--- config.mk ---
export PLATFORM = sky130hd
export DESIGN_NAME = opb_master_initiator
export DESIGN_NICKNAME = d
export VERILOG_FILES = /design/src/rtl/opb_master_initiator_pkg.sv /design/src/rtl/opb_master_initiator_watchdog.sv /design/src/rtl/opb_master_initiator.sv
export SDC_FILE = /design/constraint.sdc
export NUM_CORES = 1
export LEC_CHECK = 0
export CORE_ASPECT_RATIO = 0.9
export CORE_UTILIZATION = 51
export CTS_CLUSTER_SIZE = 14
export DETAILED_ROUTE_END_ITERATION = 10
export GPL_TIMING_DRIVEN = 0
export HOLD_SLACK_MARGIN = 0.03
export PLACE_DENSITY = 0.85
export SLEW_MARGIN = 30
export SYNTH_ARGS = -nofsm -noshare
export SYNTH_HDL_FRONTEND = slang
export SYNTH_HIERARCHICAL = 1
export SYNTH_SLANG_ARGS = --single-unit
--- constraint.sdc ---
create_clock -name OPB_Clk -period 6.8 [get_ports OPB_Clk]
set_clock_uncertainty 0.15 [all_clocks]
set_input_delay 1.02 -clock OPB_Clk [delete_from_list [all_inputs] [get_ports OPB_Clk]]
set_output_delay 1.02 -clock OPB_Clk [all_outputs]
set_load 0.02 [all_outputs]
--- src/rtl/opb_master_initiator_pkg.sv ---
// rtl/opb_master_initiator_pkg.sv - shared state, response codes and default limits for the OPB master
package opb_master_initiator_pkg;

    // Transaction FSM states
    typedef enum logic [1:0] {
        ST_IDLE = 2'd0,
        ST_REQ  = 2'd1,
        ST_XFER = 2'd2,
        ST_RESP = 2'd3
    } state_t;

    // rsp_status encodings
    localparam logic [1:0] RSP_OK      = 2'd0;
    localparam logic [1:0] RSP_ERR     = 2'd1;
    localparam logic [1:0] RSP_TIMEOUT = 2'd2;

    // Default watchdog limits
    localparam int DEF_TOUT_CYCLES = 16;
    localparam int DEF_MAX_RETRY   = 8;

endpackage

--- src/rtl/opb_master_initiator_watchdog.sv ---
// rtl/opb_master_initiator_watchdog.sv - timeout and retry counter pair guarding one OPB data phase
module opb_xfer_watchdog
    import opb_master_initiator_pkg::*;
#(
    parameter int C_TOUT_CYCLES = DEF_TOUT_CYCLES,
    parameter int C_MAX_RETRY   = DEF_MAX_RETRY
) (
    input  logic clk,
    input  logic rst_n,
    input  logic clear,
    input  logic xfer_active,
    input  logic xfer_ack,
    input  logic retry,
    input  logic tout_sup,
    output logic retry_hit,
    output logic tout_hit
);

    localparam int RW = $clog2(C_MAX_RETRY + 1);
    localparam int TW = $clog2(C_TOUT_CYCLES + 1);

    logic [RW-1:0] retry_cnt;
    logic [TW-1:0] tout_cnt;
    logic          retry_evt;
    logic          tout_evt;

    // A retry wins over any ack; a timeout cycle is a data-phase cycle with neither and no suppression
    assign retry_evt = xfer_active & retry;
    assign tout_evt  = xfer_active & ~retry & ~xfer_ack & ~tout_sup;

    // Hits fire on the event that would bring the count to its limit
    assign retry_hit = retry_evt && (retry_cnt == RW'(C_MAX_RETRY - 1));
    assign tout_hit  = tout_evt && (tout_cnt == TW'(C_TOUT_CYCLES - 1));

    // Saturating counters, cleared when a new command is accepted
    always_ff @(posedge clk or negedge rst_n) begin
        if (!rst_n) begin
            retry_cnt <= '0;
            tout_cnt  <= '0;
        end else if (clear) begin
            retry_cnt <= '0;
            tout_cnt  <= '0;
        end else begin
            if (retry_evt && (retry_cnt != RW'(C_MAX_RETRY))) begin
                retry_cnt <= retry_cnt + RW'(1);
            end
            if (tout_evt && (tout_cnt != TW'(C_TOUT_CYCLES))) begin
                tout_cnt <= tout_cnt + TW'(1);
            end
        end
    end

endmodule

--- src/rtl/opb_master_initiator.sv ---
// rtl/opb_master_initiator.sv - OPB master turning command/response handshakes into single-beat OPB transfers
module opb_master_initiator
    import opb_master_initiator_pkg::*;
#(
    parameter int C_OPB_AWIDTH  = 32,
    parameter int C_OPB_DWIDTH  = 32,
    parameter int C_TOUT_CYCLES = DEF_TOUT_CYCLES,
    parameter int C_MAX_RETRY   = DEF_MAX_RETRY
) (
    input  logic                      OPB_Clk,
    input  logic                      OPB_Rst_n,
    input  logic                      cmd_valid,
    output logic                      cmd_ready,
    input  logic                      cmd_rnw,
    input  logic [C_OPB_AWIDTH-1:0]   cmd_addr,
    input  logic [C_OPB_DWIDTH-1:0]   cmd_wdata,
    input  logic [C_OPB_DWIDTH/8-1:0] cmd_be,
    output logic                      rsp_valid,
    input  logic                      rsp_ready,
    output logic [C_OPB_DWIDTH-1:0]   rsp_data,
    output logic [1:0]                rsp_status,
    output logic                      M_request,
    output logic                      M_select,
    output logic                      M_RNW,
    output logic                      M_seqAddr,
    output logic                      M_busLock,
    output logic [0:C_OPB_AWIDTH-1]   M_ABus,
    output logic [0:C_OPB_DWIDTH/8-1] M_BE,
    output logic [0:C_OPB_DWIDTH-1]   M_DBus,
    input  logic                      OPB_MGrant,
    input  logic                      OPB_xferAck,
    input  logic                      OPB_errAck,
    input  logic                      OPB_retry,
    input  logic                      OPB_toutSup,
    input  logic [0:C_OPB_DWIDTH-1]   OPB_DBus
);

    localparam int BW = C_OPB_DWIDTH / 8;

    state_t                   state;
    logic                     rnw_q;
    logic [C_OPB_AWIDTH-1:0]  addr_q;
    logic [C_OPB_DWIDTH-1:0]  wdata_q;
    logic [BW-1:0]            be_q;
    logic                     cmd_accept;
    logic                     retry_hit;
    logic                     tout_hit;

    assign cmd_accept = cmd_valid & cmd_ready;

    // No sequential-address bursts and no bus locking
    assign M_seqAddr = 1'b0;
    assign M_busLock = 1'b0;

    opb_xfer_watchdog #(
        .C_TOUT_CYCLES (C_TOUT_CYCLES),
        .C_MAX_RETRY   (C_MAX_RETRY)
    ) u_watchdog (
        .clk         (OPB_Clk),
        .rst_n       (OPB_Rst_n),
        .clear       (cmd_accept),
        .xfer_active (state == ST_XFER),
        .xfer_ack    (OPB_xferAck),
        .retry       (OPB_retry),
        .tout_sup    (OPB_toutSup),
        .retry_hit   (retry_hit),
        .tout_hit    (tout_hit)
    );

    // Transaction FSM; every bus and handshake output is registered and driven only in its own state
    always_ff @(posedge OPB_Clk or negedge OPB_Rst_n) begin
        if (!OPB_Rst_n) begin
            state      <= ST_IDLE;
            cmd_ready  <= 1'b0;
            rsp_valid  <= 1'b0;
            rsp_data   <= '0;
            rsp_status <= RSP_OK;
            M_request  <= 1'b0;
            M_select   <= 1'b0;
            M_RNW      <= 1'b0;
            M_ABus     <= '0;
            M_BE       <= '0;
            M_DBus     <= '0;
            rnw_q      <= 1'b0;
            addr_q     <= '0;
            wdata_q    <= '0;
            be_q       <= '0;
        end else begin
            case (state)
                ST_IDLE: begin
                    cmd_ready <= 1'b1;
                    if (cmd_accept) begin
                        rnw_q     <= cmd_rnw;
                        addr_q    <= cmd_addr;
                        wdata_q   <= cmd_wdata;
                        be_q      <= cmd_be;
                        cmd_ready <= 1'b0;
                        M_request <= 1'b1;
                        state     <= ST_REQ;
                    end
                end

                ST_REQ: begin
                    if (OPB_MGrant) begin
                        M_request <= 1'b0;
                        M_select  <= 1'b1;
                        M_RNW     <= rnw_q;
                        M_ABus    <= addr_q;
                        M_BE      <= be_q;
                        M_DBus    <= rnw_q ? '0 : wdata_q;
                        state     <= ST_XFER;
                    end
                end

                ST_XFER: begin
                    // Any terminating event releases the bus on the next cycle
                    if (OPB_retry || OPB_xferAck || tout_hit) begin
                        M_select <= 1'b0;
                        M_RNW    <= 1'b0;
                        M_ABus   <= '0;
                        M_BE     <= '0;
                        M_DBus   <= '0;
                    end
                    if (OPB_retry) begin
                        if (retry_hit) begin
                            rsp_valid  <= 1'b1;
                            rsp_data   <= '0;
                            rsp_status <= RSP_ERR;
                            state      <= ST_RESP;
                        end else begin
                            M_request <= 1'b1;
                            state     <= ST_REQ;
                        end
                    end else if (OPB_xferAck) begin
                        rsp_valid  <= 1'b1;
                        rsp_data   <= rnw_q ? OPB_DBus : '0;
                        rsp_status <= OPB_errAck ? RSP_ERR : RSP_OK;
                        state      <= ST_RESP;
                    end else if (tout_hit) begin
                        rsp_valid  <= 1'b1;
                        rsp_data   <= '0;
                        rsp_status <= RSP_TIMEOUT;
                        state      <= ST_RESP;
                    end
                end

                ST_RESP: begin
                    if (rsp_ready) begin
                        rsp_valid <= 1'b0;
                        cmd_ready <= 1'b1;
                        state     <= ST_IDLE;
                    end
                end

                default: state <= ST_IDLE;
            endcase
        end
    end

endmodule

==> metrics.cfg <==
[power_and_ir_drop]
switchingPower_w = 0.00171
comb_power_share = 0.405
p_int_w = 0.00316
power_leakage_nw = 4.56
peakVddDrop_uv = 366
swShare = 0.350
seq_power_share = 0.392
clkPwrFrac = 0.203
power_density_nw_per_um2 = 465

[sta]
max_freq_mhz = 305
worst_slew_pin_slew_ps = 647
slew_headroom = 0.566
finalSetupTns_ps = 0
hold_violations = 0
rsz0062_at_grt = false
fin_crit_ps = 3280
final_max_slew_viol_count = 0
post-route-period-util = 0.482
finalSetupViolCount = 0

[finish]
area_growth_pct = 41.3
final_cell_area_sq_um = 10500
diodes = 0
regArea_sq_um = 4680
final_util = 0.742
drive_above_1_share = 0.170
nNetsFinal = 897
final-instance-count-excl-fill = 988
fillCellCount = 905
multi_input_area_sq_um = 2400

[synth]
ys_ff_latch = 187
synth_ff_type = dfrtp_1
synth-edff-count = 0
ys_top_cells_by_area = dfrtp_1 (63%), mux2_2 (9.9%), a22o_1 (8.2%)
ys_top_cells_by_count = dfrtp_1 (187), a22o_1 (69), mux2_2 (65), inv_1 (40), nand2_1 (39)
synth_top_family_by_area = multiplexers
yosysMostFrequentCell = dfrtp_1
synth_cell_types = 41
synth_top_area_frac = 0.631
syn_area_sq_um = 7410
synth-compound-area-share = 0.105
muxShareOfSynthArea = 0.159
synth_xor_area_frac = 0
yosys.area_share.adder = 0.00844
syn-instance-count = 544
ys_seq_area_frac = 0.631
synth-async-reset-ratio = 1.00
syn_area_per_cell_sq_um = 13.6
yosysTopAreaCell = dfrtp_1
synth-simple-area-share = 0.0513
yosysWarnings = 6

[floorplan]
core_sq_um = 14100
die_w_microns = 129
initial_core_util = 0.525
dieArea_sq_um = 15000
die_h_microns = 116
rows = 41
io_pins = 219

[setup_path]
rr_endpoint = rsp_data[11]$_DFFE_PN0P_
cp-start-kind = primary input
ff2ff_setup_slack_ps = 4000
cp.arrival_ps = 3470
end_kind = flip-flop
required_ps = 6990
r2r_start = state[0]$_DFFE_PN0P_
r2r_cells = 9
worst-setup-path-type = primary input to flip-flop
worstPathMaxFanout = 11

[cts]
cts_hold_buf = 0
clk_path_buf_depth = 2
cts_sinks = 187
path_clk_slew_ps = 70
insertion_delay_ps = 430
cts_resized = 0
cts_made_buffers = 17
root_buffer = clkbuf_16
cts_tree = yes
cts_max_level = 4
cts_setup_buffers = 0

[placed_design]
dp_hpwl_microns = 12500
place_area_sq_um = 9880
io_buffers = 216
dpl.cell_count = 956
gp_congestion = 0.781

[routing]
drc = 0
vias_per_cell = 5.26
num_vias = 5196
firstDrtPassIters = 4
drtIter0Drc = 203
wl_per_cell_microns = 17.9
antenna_left = 0
drt-total-wl_microns = 17700

[global_routing]
grt_pass1_wl_microns = 28300
grt_pass1_vias = 5670
grt_max_degree = 95
globalRoute.totalOverflow = 0
antenna_found_initial = 0
grtUsageTotal = 0.249

[run_status]
outcome = completed

[flow_run]
max_cap_violations = 0

[worst_hold_path]
hold_path_class = primary input to asynchronous set/reset pin

state kept, by name (all words and copies together) (netlist names):
| register | flops |
|---|---|
| M_ABus | 32 |
| M_BE | 4 |
| M_DBus | 32 |
| M_RNW | 1 |
| M_request | 1 |
| M_select | 1 |
| addr_q | 32 |
| be_q | 4 |
| cmd_ready | 1 |
| rnw_q | 1 |
| rsp_data | 32 |
| rsp_status | 2 |
| rsp_valid | 1 |
| state | 2 |
| u_watchdog/retry_cnt | 4 |
| u_watchdog/tout_cnt | 5 |
| wdata_q | 32 |
final cells by class:
cell class / instances / share of cell area
Clock inverter: 15 / 0.0159
Clock buffer: 17 / 0.0406
Multi-Input combinational cell: 283 / 0.230
Buffer: 34 / 0.0171
Inverter: 41 / 0.0147
Timing Repair Buffer: 218 / 0.212
Tap cell: 193 / 0.0231
Sequential cell: 187 / 0.447
power by group through the flow:
| stage | Clock [W] | Sequential [W] | Combinational (W) |
|---|---|---|---|
| detailed placement | 0 | 0.00191 | 0.00198 |
| CTS | 0.00100 | 0.00191 | 0.00199 |
| floorplan | 0 | 0.00219 | 0.000784 |
| global route | 0.00105 | 0.00196 | 0.00211 |
| global placement | 0 | 0.00188 | 0.00192 |
| finish | 0.000987 | 0.00191 | 0.00197 |
worst max-delay path: stages:
cell	delay, ps
clkdlybuf4s50_1	610
nor4b_4	470
and2_2	230
nor3_1	70
nor3_1	250
buf_2	270
buf_2	310
mux2i_1	240
routing by layer:
| metal | vias to the layer above | wire (microns) | track usage |
|---|---|---|---|
| li1 | 2368 | - | - |
| met1 | 2635 | 7250 | 0.297 |
| met2 | 184 | 8920 | 0.435 |
| met3 | 9 | 1380 | 0.0866 |
| met4 | 0 | 107 | 0.0659 |
| met5 | - | 0 | 0 |
worst max path at each step:
stage | from | to | slack, ps | depth (start not counted)
floorplan | OPB_retry | rsp_data[10]$_DFFE_PN0P_ | 4150 | 7
global placement | OPB_Rst_n | M_ABus[23]$_DFFE_PN0P_ | -2680 | 1
detailed placement | OPB_retry | rsp_data[12]$_DFFE_PN0P_ | 3130 | 8
CTS | OPB_retry | rsp_data[12]$_DFFE_PN0P_ | 3510 | 8
global route | OPB_retry | rsp_data[11]$_DFFE_PN0P_ | 3320 | 8
finish | OPB_retry | rsp_data[11]$_DFFE_PN0P_ | 3520 | 8
per-stage QoR:
stage | hold slack, ps | total power [W] | worst slack [ps]
floorplan | 309 | 0.00298 | 4150
global placement | 313 | 0.00380 | -2680
detailed placement | 327 | 0.00389 | 3130
CTS | 211 | 0.00491 | 3510
global route | 207 | 0.00512 | 3320
finish | 224 | 0.00487 | 3520
logic make-up after synthesis:
logic type,count (synthesis)
muxes,108
AOI/OAI and AO/OA,92
buffers and inverters,75
adders and majority gates,5
DFF,187
other,1
and+or+nand+nor,76
cell usage in the layout (no fill, tap or decap), drive strengths merged, types with 2 or more instances in the layout:
cell	n
mux2	73
clkinv	2
dfrtp	187
a31oi	2
and3b	2
clkdlybuf4s50	215
buf	27
ha	5
nor2b	3
nor2	10
mux2i	35
nor3	4
conb	2
a22o	69
inv	52
clkbuf	27
a21oi	9
a211oi	2
nand2	39
nand3	3
o21ai	2
nand2b	8
a31o	2
No activity file was read; power rests on OpenSTA's default activity.
